### src/rtl/display_mux.sv
`default_nettype none
//------------------------------------------------------------------------------
// display_mux : 4-digit multiplexed 7-segment driver (MM.SS) with
//               leading-zero blanking and sticky overflow blink.
// Revision    : 1.0
//------------------------------------------------------------------------------
module display_mux #(
   parameter int REFRESH_DIV = 50000,
   parameter int BLINK_SCANS = 64
) (
   input  logic       CLK,
   input  logic       CLR,
   input  logic       CE,
   input  logic [3:0] min_tens,
   input  logic [3:0] min_units,
   input  logic [3:0] sec_tens,
   input  logic [3:0] sec_units,
   input  logic       OVERFLOW,
   input  logic       BLANK_LZ,
   output logic [3:0] AN,
   output logic [6:0] SEG,
   output logic       DP
);

   localparam int c_PRESC_W = $clog2(REFRESH_DIV);
   localparam int c_SCAN_W  = (BLINK_SCANS > 1) ? $clog2(BLINK_SCANS) : 1;
   localparam logic [c_PRESC_W-1:0] c_PRESC_MAX = c_PRESC_W'(REFRESH_DIV - 1);
   localparam logic [c_SCAN_W-1:0]  c_SCAN_MAX  = c_SCAN_W'(BLINK_SCANS - 1);
   localparam logic [6:0] c_SEG_OFF  = 7'b1111111;
   localparam logic [6:0] c_SEG_DASH = 7'b0111111;
   localparam logic [3:0] c_AN_OFF   = 4'b1111;

   logic [c_PRESC_W-1:0] r_presc;
   logic [1:0]           r_idx;
   logic [3:0]           r_min_tens;
   logic [3:0]           r_min_units;
   logic [3:0]           r_sec_tens;
   logic [3:0]           r_sec_units;
   logic                 r_ovf;
   logic [c_SCAN_W-1:0]  r_scan;
   logic                 r_phase;

   logic                 w_presc_wrap;
   logic                 w_capture;
   logic                 w_scan_wrap;
   logic [3:0]           w_digit;
   logic [6:0]           w_seg_dec;
   logic                 w_lz_blank;
   logic                 w_off;
   logic [3:0]           w_an;
   logic [6:0]           w_seg;
   logic                 w_dp;

   assign w_presc_wrap = (r_presc == c_PRESC_MAX);
   assign w_capture    = CE && (r_idx == 2'd0) && (r_presc == '0);
   assign w_scan_wrap  = CE && w_presc_wrap && (r_idx == 2'd3);

   always_ff @(posedge CLK or negedge CLR) begin
      if (!CLR) begin
         r_presc <= '0;
         r_idx   <= 2'd0;
      end else if (CE) begin
         if (w_presc_wrap) begin
            r_presc <= '0;
            r_idx   <= r_idx + 2'd1;
         end else begin
            r_presc <= r_presc + 1'b1;
         end
      end
   end

   // All four digits load on one edge so a scan never mixes two timer values.
   always_ff @(posedge CLK or negedge CLR) begin
      if (!CLR) begin
         r_min_tens  <= 4'd0;
         r_min_units <= 4'd0;
         r_sec_tens  <= 4'd0;
         r_sec_units <= 4'd0;
      end else if (w_capture) begin
         r_min_tens  <= min_tens;
         r_min_units <= min_units;
         r_sec_tens  <= sec_tens;
         r_sec_units <= sec_units;
      end
   end

   // Overflow is sampled every edge, independent of CE, so short pulses are never lost.
   always_ff @(posedge CLK or negedge CLR) begin
      if (!CLR) begin
         r_ovf <= 1'b0;
      end else if (OVERFLOW) begin
         r_ovf <= 1'b1;
      end
   end

   always_ff @(posedge CLK or negedge CLR) begin
      if (!CLR) begin
         r_scan  <= '0;
         r_phase <= 1'b1;
      end else if (!r_ovf) begin
         r_scan  <= '0;
         r_phase <= 1'b1;
      end else if (w_scan_wrap) begin
         if (r_scan == c_SCAN_MAX) begin
            r_scan  <= '0;
            r_phase <= ~r_phase;
         end else begin
            r_scan  <= r_scan + 1'b1;
         end
      end
   end

   always_comb begin
      w_digit = r_sec_units;
      case (r_idx)
         2'd0: w_digit = r_sec_units;
         2'd1: w_digit = r_sec_tens;
         2'd2: w_digit = r_min_units;
         2'd3: w_digit = r_min_tens;
         default: w_digit = r_sec_units;
      endcase
   end

   always_comb begin
      w_seg_dec = c_SEG_DASH;
      case (w_digit)
         4'd0: w_seg_dec = 7'b1000000;
         4'd1: w_seg_dec = 7'b1111001;
         4'd2: w_seg_dec = 7'b0100100;
         4'd3: w_seg_dec = 7'b0110000;
         4'd4: w_seg_dec = 7'b0011001;
         4'd5: w_seg_dec = 7'b0010010;
         4'd6: w_seg_dec = 7'b0000010;
         4'd7: w_seg_dec = 7'b1111000;
         4'd8: w_seg_dec = 7'b0000000;
         4'd9: w_seg_dec = 7'b0010000;
         default: w_seg_dec = c_SEG_DASH;
      endcase
   end

   assign w_lz_blank = BLANK_LZ && (r_idx == 2'd3) && (r_min_tens == 4'd0);
   assign w_off      = !r_phase || w_lz_blank;

   always_comb begin
      w_an  = ~(4'b0001 << r_idx);
      w_seg = w_seg_dec;
      w_dp  = (r_idx != 2'd2);
      if (w_off) begin
         w_an  = c_AN_OFF;
         w_seg = c_SEG_OFF;
         w_dp  = 1'b1;
      end
   end

   always_ff @(posedge CLK or negedge CLR) begin
      if (!CLR) begin
         AN  <= c_AN_OFF;
         SEG <= c_SEG_OFF;
         DP  <= 1'b1;
      end else if (CE) begin
         AN  <= w_an;
         SEG <= w_seg;
         DP  <= w_dp;
      end
   end

endmodule
`default_nettype wire

### config.mk
export PLATFORM = sky130hd
export DESIGN_NAME = display_mux
export DESIGN_NICKNAME = d
export VERILOG_FILES = /design/src/rtl/display_mux.sv
export SDC_FILE = /design/constraint.sdc
export NUM_CORES = 1
export LEC_CHECK = 0
export ABC_AREA = 0
export BUFFER_PORTS_ARGS = -buffer_cell sky130_fd_sc_hd__buf_4
export CORE_ASPECT_RATIO = 0.75
export CORE_MARGIN = 2
export CORE_UTILIZATION = 52
export CTS_BUF_LIST = sky130_fd_sc_hd__clkbuf_16
export CTS_CLUSTER_DIAMETER = 40
export CTS_CLUSTER_SIZE = 20
export DETAILED_ROUTE_END_ITERATION = 10
export PLACE_DENSITY = 0.71
export SYNTH_ARGS = -nofsm -noshare
export SYNTH_HDL_FRONTEND = slang
export SYNTH_SLANG_ARGS = --single-unit
export TNS_END_PERCENT = 10
### constraint.sdc
create_clock -name CLK -period 2 [get_ports CLK]
set_input_delay 0.1 -clock CLK [delete_from_list [all_inputs] [get_ports CLK]]
set_output_delay 0.1 -clock CLK [all_outputs]
set_load 0.02 [all_outputs]
# Yosys cells after proc, flatten, opt, wreduce, memory -nomap -nowiden
# Memory sizes are Yosys's and may differ from the RTL's.
# Cells that the tools add are included.
# word_totals
regBits	54
mem_bits_ro	112
in_bits	21
out_inout_bits	12
mem_count	1
# mem_list
name	words	width	read_ports	rd_ports_with_merged_regs	wr	line_no	text
(name not given)	16	7	1	0	0	126	case (w_digit)
# classes
addsub	3
n_eq_ne	8
shift	1
mux	11
bitwise_logic	2
n_reduce_logical	13
# ops
operator	count
$mux 6	3
$add 16x1->16 const B	1
$eq 16x16->1 const B	1
$logic_not 16->1	1
$mux 16	1
$pmux 4 s4	1
$mux 7	1
$add 6x1->6 const B	1
$eq 6x6->1 const B	1
$logic_and 1x1->1	6
$eq 2x2->1 const B	2
$logic_not 4->1	1
$mux 1	4
$mux 4	1
$ne 2x1->1 const B	2
$not 4->4	1
$reduce_and 2->1	2
$shl 1x2->4 const A	1
$add 2x1->2 const B	1
$eq 2x1->1 const B	1
$logic_not 2->1	1
$ne 2x2->1 const B	1
$logic_not 1->1	1
$logic_or 1x1->1	1
$not 1->1	1

# Logic depth before layout (Yosys ltp)
# Gate-level depths: netlist of run 1.
# depth
depth_word	5
depth_mapped	9
depth_no_buf	9

# Worst setup path before layout of run 1
# No wires, ideal clock.
# synth_path
kind	register -> register
start	register r_idx[0]
end	register SEG[3]
setup_time_ns	0.061
arrival_time_ns	1.949
required_time_ns	1.939
path_slack_ns	-0.009
path_stages_with_launch	9
path_buffers	1
period_less_slack_ns	2.009
path_cell_list	dfrtp_1 -> inv_1 -> ha_1 -> clkbuf_1 -> mux2i_1 -> inv_1 -> ha_1 -> o21ai_0 -> o22a_1
# synth_via
elab_chain_cells	5
# synth_lines
element	line_no	text
start: declaration	34	logic [1:0] r_idx;
start signal: assignment	65	r_idx <= r_idx + 2'd1;
branches (longest 4 deep; another with $mem_v2 16x7)	n/a	
$mux 7 (*)	148	if (w_off) begin
end signal: assignment	158	SEG <= c_SEG_OFF;
end signal: assignment	162	SEG <= w_seg;
end: declaration	21	output logic [6:0] SEG,
# Every way passes the cells marked *.
# A chain may end at the register's enable or synchronous reset.

# Worst setup path in the final report of run 1
# layout_path
start	register r_idx[0]
end	register SEG[2]
# The elaborated chain is that of the path after synthesis.

==> results.py, run 1 <==
metrics = {
    "clock_network": {
        "h-tree-depth": 2,
        "root_buffer": "clkbuf_16",
        "numClockSinks": 53,
        "clk_pin_slew_ns": 0.07,
        "cts_tree": "done",
        "insertion_delay_ns": 0.29,
        "numCtsBuffers": 5,
        "cts_max_path_buffers": 2,
    },
    "worst_setup_path": {
        "reg2reg_depth": 7,
        "critPathBufInv": 1,
        "slowest_stage": "dfrtp_2",
        "max_stage_delay_ns": 0.41,
        "crit_fanout": 6,
        "criticalPathCategory": "flop to flop",
        "path_common_cell": "ha_2",
        "crit_family": "compound AO/OA/AOI/OAI gates",
        "cp-end-kind": "flop",
        "required_ns": 2.22,
        "critical_path.cell_chain": "inv_2 -> ha_2 -> a222oi_1 -> mux2i_2 -> ha_2 -> and3_1 -> o32a_1",
        "worst-path-stages": 7,
        "crit_arrival_ns": 2.26,
        "start_kind": "flop",
    },
    "timing": {
        "finalClockSkew_ns": 0.004066,
        "clock.fmax_ghz": 0.4891,
        "setup_tns_ns": -0.04472,
        "setup_viol": 1,
        "grt_setup_unrepaired": "yes",
        "finalHoldViolCount": 0,
        "setup_slack_ns": -0.04472,
        "slew_headroom_pct": 55.59,
        "final_max_slew_viol_count": 0,
        "final.min_clock_period_ns": 2.045,
        "tightest_slew_ns": 0.6662,
        "finalCritPeriodShare_pct": 102.2,
    },
    "detailed_routing": {
        "route.detailed.drc": 0,
        "postRouteAntennaNets": 0,
        "num_vias": 2080,
        "drt_iter0_markers": 125,
        "vias_per_cell": 5.652,
        "wire_per_inst_um": 15.18,
        "dr.pass1.iters": 5,
        "totalWireLength_mm": 5.588,
    },
    "pwr": {
        "p_int_mw": 1.739,
        "vdd_drop_max_uv": 476.0,
        "p_clk_share_pct": 35.4,
        "power.switching_mw": 0.6212,
        "power_density_mw_per_mm2": 720.9,
        "sw_frac_of_total_pct": 26.32,
        "leakage_nw": 1.528,
        "pwr-share-seq_pct": 53.0,
        "comb_power_share_pct": 11.7,
    },
    "synth": {
        "syn_nets": 289,
        "synth_ff_type": "dfrtp_1",
        "ys_warn_count": 0,
        "ys_seq_elements": 53,
        "seq_area_frac_synth_pct": 50.07,
        "ys_async_sr_fraction_pct": 100.0,
        "syn_area_mm2": 0.002679,
        "syn_avg_cell_area_um2": 10.42,
        "yosysUniqueCellTypes": 45,
        "synthCells": 257,
        "synth_edf_count": 0,
    },
    "global_route": {
        "grt_use_total_pct": 21.35,
        "first_global_vias": 1931,
        "grt_antenna_before_repair": 0,
        "grt_max_degree": 54,
        "gr-total-overflow": 0,
        "grt_pass1_wl_mm": 9.570,
    },
    "min_path": {
        "worst_hold_path_type": "input pin to flop",
        "holdPathStages": 3,
    },
    "floorplanning": {
        "rows": 22,
        "core_area_mm2": 0.004927,
        "die_y_um": 66.16,
        "die_area_mm2": 0.005748,
        "start_util_pct": 54.37,
        "io_pins": 33,
        "die_width_um": 86.88,
    },
    "run_status": {
        "outcome": "finished with violations",
        "violations": "setup timing",
    },
    "placed_design": {
        "post_dp_cell_area_mm2": 0.003082,
        "placement.io_buffers": 32,
        "dp_hpwl_mm": 4.011,
        "place_congestion": 0.8339,
    },
    "layout": {
        "stdcell_area_mm2": 0.003274,
        "syn_to_final_growth_pct": 22.23,
        "antennaDiodeCount": 0,
        "fin_nets": 339,
        "drive_gt1_share_pct": 32.47,
    },
    "job": {
        "maxCapViolCount": 0,
    },
}
==> flip-flops by register name, summed over array words and instances, names as in the netlist <==
signal	count
r_presc	16
SEG	7
r_scan	6
AN	4
r_min_tens	4
r_min_units	4
r_sec_tens	4
r_sec_units	4
r_idx	2
r_ovf	1
r_phase	1
==> cell families (layout without fill, tap and decap cells) <==
| family | after synthesis | count (layout) | share of synthesized area, % |
|---|---|---|---|
| xor gates and xnor gates | 11 | 11 | 3.597 |
| AOI/OAI and AO/OA | 52 | 52 | 12.56 |
| adders and majority gates | 11 | 11 | 5.138 |
| DFF | 53 | 53 | 50.07 |
| muxes | 17 | 17 | 6.913 |
| buffers and inverters | 24 | 75 | 4.016 |
| and+or+nand+nor | 89 | 89 | 17.70 |
==> worst paths after layout <==
path	slack (ns)	start	to
worst min-delay path	0.01	sec_units[1]	r_sec_units[1]$_DFFE_PN0P_
worst min register to register	0.50	SEG[1]$_DFFE_PN1P_	SEG[1]$_DFFE_PN1P_
max in group asynchronous	1.12	CLR	r_idx[0]$_DFFE_PN0P_
min in group asynchronous	0.39	CLR	r_presc[8]$_DFFE_PN0P_
worst max-delay path	-0.04	r_idx[0]$_DFFE_PN0P_	SEG[2]$_DFFE_PN1P_
worst max register to register	-0.04	r_idx[0]$_DFFE_PN0P_	SEG[2]$_DFFE_PN1P_
==> timing repair <==
action                                  CTS  global route
resized for setup                         6             8
endpoints found under the setup margin    5            23
hold buffers                              2             0
pin swaps                                 2             5
endpoints found under the hold margin    42             0
buffers inserted                          0             0
==> tightest hold or removal path: stages <==
cell,delay [ns]
buf_4,0.07
nand2_1,0.03
o21ai_0,0.06
==> power by group through the flow <==
stage / Sequential [mW] / Combinational (mW) / Clock (mW)
after floorplan: 1.24 / 0.180 / 0
after global placement: 1.26 / 0.266 / 0
after detailed placement: 1.26 / 0.273 / 0
after CTS: 1.25 / 0.276 / 0.843
after global routing: 1.26 / 0.315 / 0.886
final: 1.25 / 0.276 / 0.835
==> layer usage <==
| metal | vias to the layer above | global-route usage (%) | wire (µm) |
|---|---|---|---|
| li1 | 1019 | - | - |
| met3 | 5 | 3.870 | 217 |
| met1 | 1012 | 34.82 | 3013 |
| met4 | 0 | 4.102 | 41 |
| met2 | 44 | 29.29 | 2315 |
| met5 | - | 0 | 0 |
==> area by class of cell <==
cell class,count,area (µm²)
clock buffers,5,125.1
clock inverters,3,13.76
fillers,388,1653
inverters,14,52.55
multi-input cells,180,1261
flip-flops and latches,53,1344
well taps,60,75.07
repair buffers,53,402.9
==> cell usage after synthesis (3+ instances only) <==
cell      instances  area (µm²)
a21oi_1          11       55.05
nor2_1           19       71.32
dfstp_2          12       315.3
nand4_1          11       68.82
nand3_1           7       35.03
ha_1             11       137.6
inv_1            14       52.55
nand2_1          28       105.1
dfrtp_1          41        1026
a222oi_1          4       40.04
nor3_1            3       15.01
and3_1            4       25.02
mux2i_1           5       50.05
and2_1            3       18.77
xnor2_1           9       78.83
a21boi_0          3       22.52
mux2_2           12       135.1
o21ai_0          19       95.09
clkbuf_1          4       15.01
or4_1             3       22.52
==> per-stage QoR <==
stage,power [mW],std cells,util (%),hold slack [ns],setup slack [ns]
6_report,2.361,368,66.46,0.01496,-0.04472
5_1_grt,2.461,368,66.46,0.01767,-0.1669
4_1_cts,2.364,368,66.05,0.01654,-0.02723
3_5_place_dp,1.537,358,62.54,0.1834,-0.09591
3_3_place_gp,1.527,358,62.54,0.1785,0.04272
2_1_floorplan,1.419,257,-,-0.1956,-0.009095
==> placed cells by master, fill, tap and decap left out, drive strengths merged, types with 3 or more instances in the layout <==
cell type	instances
buf	51
dfrtp	41
nand2	28
nor2	19
o21ai	19
inv	15
dfstp	12
mux2	12
nand4	11
a21oi	11
ha	11
xnor2	9
nand3	8
clkbuf	5
mux2i	5
and3	5
a222oi	4
a21boi	4
nor3	3
and2	3
or4	3
and4	3
Note: power is estimated with default switching activity, not from simulation.
==> inputs of run 2 (changes only) <==
--- a/config.mk
+++ b/config.mk
@@ -9,12 +9,12 @@
 export BUFFER_PORTS_ARGS = -buffer_cell sky130_fd_sc_hd__buf_4
 export CORE_ASPECT_RATIO = 0.75
 export CORE_MARGIN = 2
-export CORE_UTILIZATION = 52
+export CORE_UTILIZATION = 62
 export CTS_BUF_LIST = sky130_fd_sc_hd__clkbuf_16
 export CTS_CLUSTER_DIAMETER = 40
 export CTS_CLUSTER_SIZE = 20
 export DETAILED_ROUTE_END_ITERATION = 10
-export PLACE_DENSITY = 0.71
+export PLACE_DENSITY = 0.8
 export SYNTH_ARGS = -nofsm -noshare
 export SYNTH_HDL_FRONTEND = slang
 export SYNTH_SLANG_ARGS = --single-unit
==> constraint.sdc (replaced) <==
create_clock -name CLK -period 2.6 [get_ports CLK]
set_input_delay 0.13 -clock CLK [delete_from_list [all_inputs] [get_ports CLK]]
set_output_delay 0.13 -clock CLK [all_outputs]
set_load 0.02 [all_outputs]
==> run 2 against run 1 <==
Against the previous run: the run now ends clean; clock skew is 0.0014 ns higher; final cell count is 6.3% lower; sequential share of layout area is 2.3 points higher; combinational power down 25%; critical path depth rose by 1; flip-flop and latch count did not move; via count fell by 1.4%; clock-buffer cell count stayed put; register-to-register slack better by 0.35 ns; maximum frequency shrank 11%; critical path type unchanged; critical endpoint is now SEG[1]$_DFFE_PN1P_.
==> results.py, run 2 (synthesis results as in run 1) <==
metrics = {
    "detailed_routing": {
        "route.detailed.drc": 0,
        "vias_per_cell": 5.945,
        "num_vias": 2051,
        "dr.pass1.iters": 4,
        "drt_iter0_markers": 115,
        "postRouteAntennaNets": 0,
        "totalWireLength_mm": 5.542,
        "wire_per_inst_um": 16.06,
    },
    "clock_network": {
        "post-cts-setup-buffers": 0,
        "insertion_delay_ns": 0.29,
        "h-tree-depth": 2,
        "numClockSinks": 53,
        "clk_pin_slew_ns": 0.07,
        "cts_tree": "done",
        "numCtsBuffers": 5,
        "hold_buffers": 1,
        "root_buffer": "clkbuf_16",
        "cts-resized-gates": 0,
        "cts_max_path_buffers": 2,
    },
    "worst_setup_path": {
        "crit_arrival_ns": 2.49,
        "start_kind": "flop",
        "reg2reg_depth": 8,
        "cp-end-kind": "flop",
        "crit_fanout": 6,
        "r2r_start": "r_idx[1]$_DFFE_PN0P_",
        "criticalPathCategory": "flop to flop",
        "startpoint": "r_idx[1]$_DFFE_PN0P_",
        "required_ns": 2.80,
        "rr_endpoint": "SEG[1]$_DFFE_PN1P_",
        "regToRegSetupSlack_ns": 0.31,
    },
    "layout": {
        "stdcell_area_mm2": 0.003095,
        "layout_common_cells": "41 x dfrtp_1, 34 x buf_4, 28 x nand2_1",
        "regMostFlops": "r_presc",
        "antennaDiodeCount": 0,
        "largestRegisters": "r_presc: 16 flops, SEG: 7 flops, r_scan: 6 flops",
        "final_util_pct": 75.43,
        "largest_reg_flops": 16,
        "drive_gt1_share_pct": 24.48,
        "n_fill_cell": 303,
        "stdcell_count": 345,
        "final_common_cell": "dfrtp_1",
        "fin_nets": 321,
        "syn_to_final_growth_pct": 15.55,
    },
    "global_route": {
        "grt_pass1_wl_mm": 9.039,
        "grt_use_total_pct": 24.25,
        "gr-total-overflow": 0,
        "first_global_vias": 1932,
        "grt_max_degree": 54,
        "grt_antenna_before_repair": 0,
    },
    "floorplanning": {
        "start_util_pct": 65.27,
        "die_area_mm2": 0.004868,
        "die_width_um": 79.90,
        "die_y_um": 60.93,
        "io_pins": 33,
        "rows": 20,
        "core_area_mm2": 0.004104,
    },
    "pwr": {
        "power.switching_mw": 0.4610,
        "pwr-share-seq_pct": 53.6,
        "p_int_mw": 1.327,
        "power_density_mw_per_mm2": 577.7,
        "p_clk_share_pct": 34.8,
        "comb_power_share_pct": 11.6,
        "vdd_drop_max_uv": 379.4,
        "leakage_nw": 1.430,
        "sw_frac_of_total_pct": 25.78,
    },
    "job": {
        "maxCapViolCount": 0,
    },
    "timing": {
        "setup_viol": 0,
        "finalClockSkew_ns": 0.005434,
        "finalCritPeriodShare_pct": 88.24,
        "setup_tns_ns": 0,
        "tightest_slew_ns": 0.6418,
        "clock.fmax_ghz": 0.4359,
        "grt_setup_unrepaired": "no",
        "setup_slack_ns": 0.3058,
        "final.min_clock_period_ns": 2.294,
        "finalHoldViolCount": 0,
        "final_max_slew_viol_count": 0,
        "slew_headroom_pct": 57.21,
    },
    "placed_design": {
        "dp_hpwl_mm": 3.869,
        "place_congestion": 0.8656,
        "pre_cts_slack_ns": 0.4005,
        "dp.cells": 336,
        "post_dp_cell_area_mm2": 0.002948,
        "placement.io_buffers": 32,
    },
    "run_status": {
        "outcome": "complete, no violations",
    },
    "min_path": {
        "min_from": "OVERFLOW",
        "holdPathStages": 2,
        "min_to": "r_ovf$_DFFE_PN0P_",
        "worst_hold_path_type": "input pin to flop",
    },
}
## run 2: final cells by class
type,count,area (µm²),area share (%)
Sequential cell,53,1341,43.33
Multi-Input combinational cell,180,1230,39.73
Timing Repair Buffer,35,265.3,8.569
Clock buffer,5,125.1,4.042
Tap cell,55,68.82,2.223
Inverter,14,52.55,1.698
Clock inverter,3,12.51,0.4042
## run 2: worst max-delay path, cell delays in order (launching register included)
cell,delay [ns]
dfrtp_1,0.41
inv_1,0.13
ha_1,0.31
a222oi_1,0.16
mux2i_1,0.45
inv_1,0.10
ha_1,0.32
o21ai_0,0.22
a21oi_1,0.11
## run 2: worst max path at each step
stage                         end  slack (ns)
2_1_floorplan  SEG[3]$_DFFE_PN1P_        0.59
4_1_cts        SEG[1]$_DFFE_PN1P_        0.37
5_1_grt        SEG[0]$_DFFE_PN1P_        0.15
3_5_place_dp   SEG[0]$_DFFE_PN1P_        0.40
6_report       SEG[1]$_DFFE_PN1P_        0.31
3_3_place_gp   SEG[0]$_DFFE_PN1P_        0.47
## run 2: power groups by stage
stage	Clock, mW	Combinational [mW]	Sequential [mW]
2_1_floorplan	0	0.138	0.953
5_1_grt	0.665	0.233	0.967
4_1_cts	0.632	0.209	0.959
3_3_place_gp	0	0.198	0.968
3_5_place_dp	0	0.205	0.973
6_report	0.622	0.207	0.959
## run 2: metal layers
metal,track usage [%],part of all wire (%)
met4,6.295,0.85
met2,37.14,45
met5,0,0
met3,4.911,5.2
met1,35.85,48
## run 2: through the flow
stage               hold WS, ns  power [mW]
global route            0.03747       1.865
finish                  0.03428       1.788
floorplan               -0.1656       1.092
CTS                     0.03133       1.799
detailed placement       0.2033       1.177
global placement         0.1992       1.166
==> inputs of run 3 (changes only) <==
--- a/config.mk
+++ b/config.mk
@@ -9,12 +9,12 @@
 export BUFFER_PORTS_ARGS = -buffer_cell sky130_fd_sc_hd__buf_4
 export CORE_ASPECT_RATIO = 0.75
 export CORE_MARGIN = 2
-export CORE_UTILIZATION = 62
-export CTS_BUF_LIST = sky130_fd_sc_hd__clkbuf_16
+export CORE_UTILIZATION = 49
+export CTS_BUF_LIST = sky130_fd_sc_hd__clkbuf_8
 export CTS_CLUSTER_DIAMETER = 40
 export CTS_CLUSTER_SIZE = 20
 export DETAILED_ROUTE_END_ITERATION = 10
-export PLACE_DENSITY = 0.8
+export PLACE_DENSITY = 0.65
 export SYNTH_ARGS = -nofsm -noshare
 export SYNTH_HDL_FRONTEND = slang
 export SYNTH_SLANG_ARGS = --single-unit
==> run 3 against run 2 <==
Against the previous run: utilization shrank 17 points; final cell count grew 6.1%; global-route usage shrank 5.2 points; critical path type unchanged; hold slack got worse by 0.024 ns; design area increased by 0.16%; sequential share of layout area decreased by 0.070 points.
==> results.py, run 3 (synthesis results as in run 1) <==
metrics = {
    "timing": {
        "tightest_slew_ns": 0.6655,
        "clock.fmax_ghz": 0.4476,
        "setup_tns_ns": 0,
        "finalHoldViolCount": 0,
        "final.min_clock_period_ns": 2.234,
        "grt_setup_unrepaired": "no",
        "slew_headroom_pct": 55.63,
        "finalClockSkew_ns": 0.007648,
        "setup_viol": 0,
        "final_max_slew_viol_count": 0,
        "setup_slack_ns": 0.3658,
        "finalCritPeriodShare_pct": 85.93,
    },
    "global_route": {
        "first_global_vias": 1754,
        "grt_pass1_wl_mm": 8.776,
        "grt_max_degree": 54,
        "grt_use_total_pct": 19.02,
        "gr-total-overflow": 0,
        "grt_antenna_before_repair": 0,
    },
    "clock_network": {
        "numClockSinks": 53,
        "cts_max_path_buffers": 2,
        "root_buffer": "clkbuf_8",
        "clk_pin_slew_ns": 0.09,
        "post-cts-setup-buffers": 0,
        "numCtsBuffers": 5,
        "insertion_delay_ns": 0.31,
        "h-tree-depth": 2,
        "cts_tree": "done",
    },
    "run_status": {
        "outcome": "complete, no violations",
    },
    "detailed_routing": {
        "dr.pass1.iters": 6,
        "route.detailed.drc": 0,
        "totalWireLength_mm": 5.351,
        "postRouteAntennaNets": 0,
        "vias_per_cell": 5.522,
        "wire_per_inst_um": 14.62,
        "drt_iter0_markers": 142,
        "num_vias": 2021,
    },
    "layout": {
        "final_util_pct": 58.55,
        "drive_gt1_share_pct": 25.09,
        "final_common_cell": "dfrtp_1",
        "antennaDiodeCount": 0,
        "stdcell_count": 366,
        "layout_common_cells": "41 x dfrtp_1, 35 x buf_4, 28 x nand2_1",
        "largest_reg_flops": 16,
        "syn_to_final_growth_pct": 15.74,
        "regMostFlops": "r_presc",
        "fin_nets": 322,
        "largestRegisters": "r_presc: 16 flops, SEG: 7 flops, r_scan: 6 flops",
    },
    "placed_design": {
        "placement.io_buffers": 32,
        "dp.cells": 357,
        "pre_cts_slack_ns": 0.4057,
        "place_congestion": 0.7871,
        "dp_hpwl_mm": 3.721,
    },
    "worst_setup_path": {
        "start_kind": "flop",
        "criticalPathCategory": "flop to flop",
        "required_ns": 2.83,
        "cp-end-kind": "flop",
        "crit_fanout": 6,
        "crit_arrival_ns": 2.46,
    },
    "floorplanning": {
        "die_area_mm2": 0.006081,
        "rows": 23,
        "io_pins": 33,
        "die_y_um": 68.04,
        "core_area_mm2": 0.005295,
        "die_width_um": 89.38,
        "start_util_pct": 50.59,
    },
    "min_path": {
        "worst_hold_path_type": "input pin to flop",
    },
    "pwr": {
        "power_density_mw_per_mm2": 552.1,
        "vdd_drop_max_uv": 234.4,
        "leakage_nw": 1.419,
    },
    "job": {
        "maxCapViolCount": 0,
    },
}
## run 3: changes by cell type in the layout (fill, tap and decap cells not counted)
cell / previous run / this run
clkbuf_16: 5 / 0
clkbuf_8: 0 / 5
buf_4: 34 / 35
bufinv_16: 0 / 1
clkinv_1: 2 / 1
clkinv_2: 1 / 0
clkinvlp_4: 0 / 1
## run 3: worst paths after layout
path	slack, ns	depth (start not counted)	to	start
max in group asynchronous	1.76	2	r_presc[10]$_DFFE_PN0P_	CLR
setup / recovery	0.37	8	SEG[1]$_DFFE_PN1P_	r_idx[0]$_DFFE_PN0P_
min in group asynchronous	0.39	2	r_presc[8]$_DFFE_PN0P_	CLR
hold reg to reg	0.49	2	SEG[5]$_DFFE_PN1P_	SEG[5]$_DFFE_PN1P_
hold / removal	0.01	2	r_ovf$_DFFE_PN0P_	OVERFLOW
setup reg to reg	0.37	8	SEG[1]$_DFFE_PN1P_	r_idx[0]$_DFFE_PN0P_
## run 3: report_power, final
group | total, mW | internal, mW | switching [mW]
sequential | 0.958 | 0.882 | 0.0762
combinational | 0.204 | 0.0970 | 0.107
clock | 0.550 | 0.284 | 0.266
total | 1.71 | 1.26 | 0.449
## run 3: timing repair
item / CTS / global route
hold buffers: 1 / 0
resized for setup: 0 / 0
hold endpoints to repair: 41 / 0
## run 3: per-stage QoR
| stage | power, mW | area [µm²] | hold WS, ns |
|---|---|---|---|
| after floorplan | 1.092 | 2679 | -0.1656 |
| after global placement | 1.171 | 2980 | 0.2078 |
| after detailed placement | 1.178 | 2980 | 0.2143 |
| after CTS | 1.738 | 3100 | 0.0009709 |
| after global routing | 1.814 | 3100 | 0.008942 |
| final | 1.712 | 3100 | 0.009873 |
## run 3: worst max-delay path, cell delays in order (launching register included)
cell      delay, ns
dfrtp_1        0.42
inv_1          0.14
ha_1           0.29
a222oi_1       0.13
mux2i_1        0.44
inv_1          0.10
ha_1           0.32
o21ai_0        0.22
a21oi_1        0.10
## run 3: cell type report
class / count / area [µm²]
clock buffer: 5 / 68.82
clock inverter: 3 / 41.29
fill: 474 / 2195
inverter: 14 / 52.55
multi-input combinational: 180 / 1230
sequential: 53 / 1341
tap: 75 / 93.84
timing repair buffer: 36 / 272.8
## run 3: layer usage
layer | share of wire (%) | global-route usage (%)
met4 | 1.2 | 6.157
met2 | 41 | 25.28
met5 | 0 | 0
met1 | 54 | 30.50
met3 | 4.1 | 3.619
